## src/rtl/rx_frame_pkg.sv

```systemverilog
// Shared frame layout constants and types for the receive-side frame buffer.
package rx_frame_pkg;

    localparam int FRAME_W   = 10;
    localparam int START_IDX = 0;
    localparam int STOP_IDX  = 9;
    localparam int DATA_LSB  = 1;
    localparam int DATA_W    = 8;

    typedef logic [FRAME_W-1:0] frame_t;
    typedef logic [DATA_W-1:0]  payload_t;

endpackage

```

## src/rtl/rx_frame_buffer_fifo.sv

```systemverilog
// Show-ahead synchronous FIFO: registered head output, simultaneous push/pop,
// and a drop indication when a push meets a full FIFO with no pop.
module sync_fifo #(
    parameter int DEPTH  = 8,
    parameter int DATA_W = 8
) (
    input  logic                       clk,
    input  logic                       reset_n,
    input  logic                       push,
    input  logic                       pop,
    input  logic [DATA_W-1:0]          wr_data,
    output logic [DATA_W-1:0]          rd_data,
    output logic                       empty,
    output logic                       full,
    output logic [$clog2(DEPTH):0]     count,
    output logic                       drop
);

    localparam int AW = $clog2(DEPTH);
    localparam int CW = AW + 1;

    logic [DATA_W-1:0] mem [DEPTH];
    logic [AW-1:0]     wr_ptr_reg, rd_ptr_reg, rd_ptr_next;
    logic [CW-1:0]     count_reg, count_next;
    logic [DATA_W-1:0] head_reg, head_next;
    logic              do_push, do_pop;

    assign empty   = (count_reg == '0);
    assign full    = (count_reg == CW'(DEPTH));
    assign do_pop  = pop & ~empty;
    // A full FIFO still accepts a push when a pop frees the head slot this cycle.
    assign do_push = push & (~full | do_pop);
    assign drop    = push & full & ~do_pop;

    assign rd_ptr_next = rd_ptr_reg + AW'(do_pop);
    assign count_next  = count_reg + CW'(do_push) - CW'(do_pop);

    // Head register looks ahead; bypass the write when it lands on the new head.
    always_comb begin
        head_next = mem[rd_ptr_next];
        if (do_push && (wr_ptr_reg == rd_ptr_next))
            head_next = wr_data;
    end

    always_ff @(posedge clk) begin
        if (do_push)
            mem[wr_ptr_reg] <= wr_data;
    end

    always_ff @(posedge clk or negedge reset_n) begin
        if (!reset_n) begin
            wr_ptr_reg <= '0;
            rd_ptr_reg <= '0;
            count_reg  <= '0;
            head_reg   <= '0;
        end else begin
            wr_ptr_reg <= wr_ptr_reg + AW'(do_push);
            rd_ptr_reg <= rd_ptr_next;
            count_reg  <= count_next;
            head_reg   <= head_next;
        end
    end

    assign rd_data = head_reg;
    assign count   = count_reg;

endmodule

```

## src/rtl/rx_frame_buffer.sv

```systemverilog
// Receive frame buffer: edge-detects frame/read strobes, optionally validates
// start/stop bits (RX_FRAME_CHECK_EN), and queues payloads in a show-ahead FIFO.
module rx_frame_buffer import rx_frame_pkg::*; #(
    parameter int DEPTH   = 8,
    parameter int DATA_W  = 8,
    parameter int FRAME_W = 10
) (
    input  logic                    clk,
    input  logic                    reset_n,
    input  logic                    char_received,
    input  logic [FRAME_W-1:0]      frame_in,
    input  logic                    rd_req,
    input  logic                    clear_flags,
    output logic [DATA_W-1:0]       rd_data,
    output logic                    rd_valid,
    output logic                    full,
    output logic [$clog2(DEPTH):0]  count,
    output logic                    overflow,
    output logic [7:0]              frame_err_cnt
);

    logic cr_q, rq_q;
    logic push_ev, pop_ev;
    logic frame_ok, accept;
    logic empty, drop;
    logic overflow_reg;

    // Edge registers reset high so inputs already asserted at release are ignored.
    always_ff @(posedge clk or negedge reset_n) begin
        if (!reset_n) begin
            cr_q <= 1'b1;
            rq_q <= 1'b1;
        end else begin
            cr_q <= char_received;
            rq_q <= rd_req;
        end
    end

    assign push_ev = char_received & ~cr_q;
    assign pop_ev  = rd_req & ~rq_q;

`ifdef RX_FRAME_CHECK_EN
    logic [7:0] err_cnt_reg;

    assign frame_ok = ~frame_in[START_IDX] & frame_in[STOP_IDX];

    always_ff @(posedge clk or negedge reset_n) begin
        if (!reset_n)
            err_cnt_reg <= '0;
        else if (clear_flags)
            err_cnt_reg <= '0;
        else if (push_ev && !frame_ok && (err_cnt_reg != 8'hFF))
            err_cnt_reg <= err_cnt_reg + 8'd1;
    end

    assign frame_err_cnt = err_cnt_reg;
`else
    logic unused_frame_bits;

    assign unused_frame_bits = frame_in[START_IDX] ^ frame_in[STOP_IDX];
    assign frame_ok          = 1'b1;
    assign frame_err_cnt     = 8'd0;
`endif

    assign accept = push_ev & frame_ok;

    sync_fifo #(
        .DEPTH  (DEPTH),
        .DATA_W (DATA_W)
    ) u_fifo (
        .clk     (clk),
        .reset_n (reset_n),
        .push    (accept),
        .pop     (pop_ev),
        .wr_data (frame_in[DATA_LSB +: DATA_W]),
        .rd_data (rd_data),
        .empty   (empty),
        .full    (full),
        .count   (count),
        .drop    (drop)
    );

    // Clear wins over a same-cycle overflow.
    always_ff @(posedge clk or negedge reset_n) begin
        if (!reset_n)
            overflow_reg <= 1'b0;
        else if (clear_flags)
            overflow_reg <= 1'b0;
        else if (drop)
            overflow_reg <= 1'b1;
    end

    assign overflow = overflow_reg;
    assign rd_valid = ~empty;

endmodule

```

## config.mk

```make
export PLATFORM = sky130hd
export DESIGN_NAME = rx_frame_buffer
export DESIGN_NICKNAME = d
export VERILOG_FILES = /design/src/rtl/rx_frame_pkg.sv /design/src/rtl/rx_frame_buffer_fifo.sv /design/src/rtl/rx_frame_buffer.sv
export SDC_FILE = /design/constraint.sdc
export NUM_CORES = 1
export LEC_CHECK = 0
export CORE_MARGIN = 10
export CORE_UTILIZATION = 27
export DETAILED_ROUTE_END_ITERATION = 8
export GPL_TIMING_DRIVEN = 0
export PLACE_DENSITY = 0.56
export SLEW_MARGIN = 20
export SYNTH_ARGS = -nofsm -noshare
export SYNTH_HDL_FRONTEND = slang
export SYNTH_SLANG_ARGS = --single-unit
export TNS_END_PERCENT = 10
```

## constraint.sdc

```tcl
create_clock -name clk -period 3.6 [get_ports clk]
set_clock_uncertainty 0.2 [all_clocks]
set_input_delay 0.54 -clock clk [delete_from_list [all_inputs] [get_ports clk]]
set_output_delay 0.54 -clock clk [all_outputs]
set_load 0.05 [all_outputs]
```

# Word level (Yosys, flattened, before mapping)
# Memories as Yosys holds them, arrays and structs flattened. A register that Yosys moved wholly into a read port is not among the register bits.
# Cells that the tools add are included.
# word_totals
ff_bits	13
latch_bits	0
mem_bits_rw	64
romBits	0
input_bits	15
word_cells	31
n_memories	1
# mem_list
memory	words	word_bits	rd	rd_ports_with_merged_regs	wr	line	source
u_fifo.mem	8	8	1	1	1	rx_frame_buffer_fifo.sv:22	logic [DATA_W-1:0] mem [DEPTH];
# classes
add_sub_neg	4
multipliers	0
div	0
magnitude_cmp	0
n_eq_ne	1
shift	0
mux	4
n_bitwise	12
n_reduce_logical	3
# op_table
operator	n
$add 3x1->3	2
$and 1x1->1	6
$not 1->1	5
$add 4x1->4	1
$eq 4x4->1 const B	1
$logic_not 4->1	1
$mux 1	4
$sub 4x1->4	1
$reduce_bool 2->1	1
$logic_not 1->1	1
$or 1x1->1	1

# Depth between registers and ports, before layout
# logic_depth
ltp_word	7
mapped_depth	13

# By module
# A second synthesis with hierarchy kept.
# unflattened
hier_cells	276
area_unflattened_um2	3927.5
# by_module_without_submodules
mod	n_inst	cells_each	area_per_inst_um2	seq_area_each_um2
sync_fifo	1	260	3759.9	2372.3
rx_frame_buffer	1	16	167.7	77.6

# Worst setup path after synthesis
# OpenSTA, ideal clock, no wires.
# synth_timing
kind	register to register
startpoint	register u_fifo.count_reg[2], in the netlist u_fifo.count[2]
endpoint	register u_fifo.count_reg[2], in the netlist u_fifo.count[2]
setup_ns	0.122
t_arrival_ns	3.372
path_slack_ns	-0.094
path_stages_with_launch	11
n_path_buf	1
period_less_slack_ns	3.694
path_cell_list	dfrtp_1 > inv_1 > ha_1 > nor3b_1 > o21a_1 > or3b_1 > clkbuf_2 > inv_1 > ha_1 > fa_1 > xor2_1
# synth_via
word_cells_on_any_way	9
# synth_rtl
item	line	source
start: declaration	rx_frame_buffer_fifo.sv:24	logic [CW-1:0] count_reg, count_next;
start signal: assignment	rx_frame_buffer_fifo.sv:59	count_reg <= count_next;
$eq 4x4->1	rx_frame_buffer_fifo.sv:29	assign full = (count_reg == CW'(DEPTH));
named net full	rx_frame_buffer.sv:16	output logic full,
$not 1->1	rx_frame_buffer_fifo.sv:32	assign do_push = push & (~full | do_pop);
$or 1x1->1	rx_frame_buffer_fifo.sv:32	
$and 1x1->1	rx_frame_buffer_fifo.sv:32	
$add 4x1->4	rx_frame_buffer_fifo.sv:36	assign count_next = count_reg + CW'(do_push) - CW'(do_pop);
$sub 4x1->4	rx_frame_buffer_fifo.sv:36	
named net u_fifo.count_next[2]	rx_frame_buffer_fifo.sv:24	
# The timed path passes the listed nets, and every way through them passes these cells.
# A chain may end at the register's enable or synchronous reset.

# Final worst setup path
# layout_timing
startpoint	register u_fifo.count_reg[2], in the netlist u_fifo.count[2]
endpoint	register u_fifo.head_reg[0], in the netlist u_fifo.rd_data[0] (read register of u_fifo.mem)
# layout_via
elab_chain_cells	4
# layout_rtl
item	line	source
$logic_not 4->1	rx_frame_buffer_fifo.sv:28	assign empty = (count_reg == '0);
$not 1->1	rx_frame_buffer_fifo.sv:30	assign do_pop = pop & ~empty;
$and 1x1->1	rx_frame_buffer_fifo.sv:30	
$add 3x1->3	rx_frame_buffer_fifo.sv:35	assign rd_ptr_next = rd_ptr_reg + AW'(do_pop);
named net u_fifo.rd_ptr_next[2]	rx_frame_buffer_fifo.sv:23	logic [AW-1:0] wr_ptr_reg, rd_ptr_reg, rd_ptr_next;
end: declaration	rx_frame_buffer_fifo.sv:25	logic [DATA_W-1:0] head_reg, head_next;
# The timed path passes the listed nets, and every way through them passes these cells.

==> run summary <==
initial core utilization: 27.5%
detailed placer's ending HPWL: 5220 um
total power: 3.87 mW
Min Clock Period, post-route: 3.29 ns
Layout Utilization: 34.3%
Remaining DRCs: 0
DR iter-0 viols: 137
post-route cell area: 4530 um2
die width: 136 um
ys async rst share: 24.7%
Multi-input gate area: 1100 um2
CP required: 3.61 ns
die area: 18,500 um2
Cell Pwr Density: 855 nW/um2
fin. max-slew vios: 0
unrepaired setup endpoints after global routing: false
Hold WS: -0.0118 ns
vias per std cell: 4.42
Setup Viol. Count Final: 0
initial antenna violation count: 0
layout cells sized above 1: 25.2%
CTS tree: built
I/O pins: 38
clock slew at reported path FFs: 0.06 ns
CP Class: reg2reg
Worst slew margin: 37.2%
Nets: 306
Max clock buf depth: 2
top fanout value on the critical path: 10
routed vias: 2,042
Lkg Pwr: 1.63 nW
Max-Cap Viols: 0
vias in the first global route: 2,049
IR drop worst, VDD: 0.295 mV
Ys Warns: 0
H-Tree Level Count: 3
GRT Util Overall: 8.60%
Synth cell types: 40
largest cells by area after synthesis: edfxtp_1, dfrtp_1, mux2_2, o221ai_1, ha_1
hold crit path type: in2async
Post-DP Area: 4210 um2
failing checks: negative hold slack
WP data arrival: 3.30 ns
post-synth top area cell: edfxtp_1
R2R depth: 13
syn avg cell area: 15.9 um2
Clock Latency Late Sink: 0.33 ns
part of the cycle the worst path needs: 91.3%
Sink Count: 85
Finished Layout Cells: 462
Storage cell area: 2450 um2
P&R area growth vs syn: 24.7%
Hold Violations, Final: 19
Num CTS Buffers: 9
max reg flops: 64
critical path startpoint category: flip-flop
FP Rows: 42
global placer's final weighted congestion: 0.758
grt ovf: 0
Syn Std Cell Area: 3630 um2
total negative slack: 0 ns
Fillers: 1,231
first-pass GRT wire length: 11,800 um
Cells after DPL: 443
CTS root buffer: clkbuf_16
Antenna diodes: 0
Routed WL: 7760 um
crit end category: flip-flop
status: finished, violations left
Primary FF master, synth: edfxtp_1
die height: 136 um
Syn Inst Count: 229
WL/cell: 16.8 um
Yosys reg bits: 85
Least-Margin Pin Slew: 0.939 ns
CTS Hold Buffers Added: 0
Max Freq: 304 MHz
Pre-Repair DR Iteration Count: 4
r2r setup slk: 0.31 ns
post-synth top area share: 52.9%
port bufs: 27
Core Box Area: 13,200 um2
sequential share of the synthesized area: 67.5%
Final ANT Viol Nets: 0
largest net degree at the start of global routing: 22
Post-synth EDFFs: 64
[timing repair]
action / CTS / global route
gates resized for setup: 3 / 2
endpoints found under the hold margin: 0 / 0
gates cloned: 0 / 0
setup buffers: 0 / 4
endpoints found under the setup margin: 8 / 8
pin swaps: 0 / 2
[kinds of logic (layout without fill, tap and decap cells)]
group / Yosys count / count (layout) / share of synthesized area [%]
flops: 85 / 85 / 67.5
simple gates: 46 / 46 / 8.51
mux: 30 / 30 / 8.99
buf+inv: 28 / 78 / 3.82
compound gates: 22 / 22 / 5.24
fa+ha+maj: 10 / 10 / 3.65
xor+xnor: 7 / 7 / 2.21
other cells: 1 / 8 / 0.103
[Yosys cell counts (2+ instances only)]
cell,number
edfxtp_1,64
mux2_2,21
dfrtp_1,19
nand3b_1,14
o221ai_1,14
ha_1,9
inv_1,9
mux2i_1,9
buf_4,8
clkbuf_1,7
nor2_1,6
nor3_1,6
xor2_1,5
nand2_1,4
nand2b_1,3
a31oi_1,2
buf_2,2
dfstp_2,2
nand3_1,2
nor3b_1,2
or3b_1,2
[layout by cell type (no fill, tap or decap), types with 2 or more instances in the layout]
master,count
nor3b_2,2
clkdlybuf4s50_1,26
mux2i_1,9
conb_1,8
ha_1,9
clkinvlp_4,2
nor2_1,6
dfrtp_1,19
nor3_2,4
nand2b_1,3
inv_1,9
nand3_1,2
buf_4,15
clkbuf_1,6
xor2_1,5
clkbuf_2,2
mux2_2,21
edfxtp_1,64
inv_6,2
nand2_1,4
o221ai_1,14
clkbuf_16,9
buf_2,3
nor3_1,2
a31oi_1,2
dfstp_2,2
nand3b_1,14
or3b_1,2
[final cells by class]
| cell class | count | area share [%] |
|---|---|---|
| flip-flops and latches | 85 | 54.1 |
| multi-input cells | 123 | 24.4 |
| well taps | 176 | 4.86 |
| plain buffers | 17 | 2.24 |
| clock inverters | 6 | 1.02 |
| inverters | 10 | 0.884 |
| clock buffers | 10 | 5.06 |
| repair buffers | 35 | 7.41 |
[worst paths after layout]
path / start / to
hold reg to reg: overflow / overflow
setup reg to reg: u_fifo.count[2] / u_fifo.rd_data[0]
max in group asynchronous: reset_n / cr_q
setup / recovery: u_fifo.count[2] / u_fifo.rd_data[0]
min in group clk: overflow / overflow
hold / removal: reset_n / u_fifo.rd_data[5]
[metal layers]
layer / global-route usage [%] / wire (um) / up-vias
met3: 2.07 / 450 / 6
met5: 0 / 0 / -
li1: - / - / 965
met1: 10.4 / 3420 / 1024
met2: 14.0 / 3770 / 47
met4: 4.44 / 116 / 0
[worst max-delay path, cell delays in order (launching register included)]
cell and delay [ns]:
dfrtp_1 0.37, inv_1 0.11, ha_1 0.19, nor3b_2 0.27
nor2_1 0.12, and2_1 0.17, ha_1 0.23, xnor2_4 0.17
inv_4 0.16, buf_4 0.24, mux2_2 0.36, o221ai_1 0.20
mux2i_1 0.10, mux2_2 0.27
[power breakdown]
group          switching, mW  internal (mW)  total (mW)
Sequential             0.102           1.23        1.33
Combinational           1.02          0.678        1.70
Clock                  0.365          0.472       0.837
[through the flow]
stage,worst slack (ns),hold slack [ns]
floorplan,0.178,0.0444
global placement,-0.705,0.282
detailed placement,-0.211,0.297
CTS,0.0380,0.311
global route,0.0658,0.0213
finish,0.315,-0.0118
No activity file was read; power rests on OpenSTA's default activity.
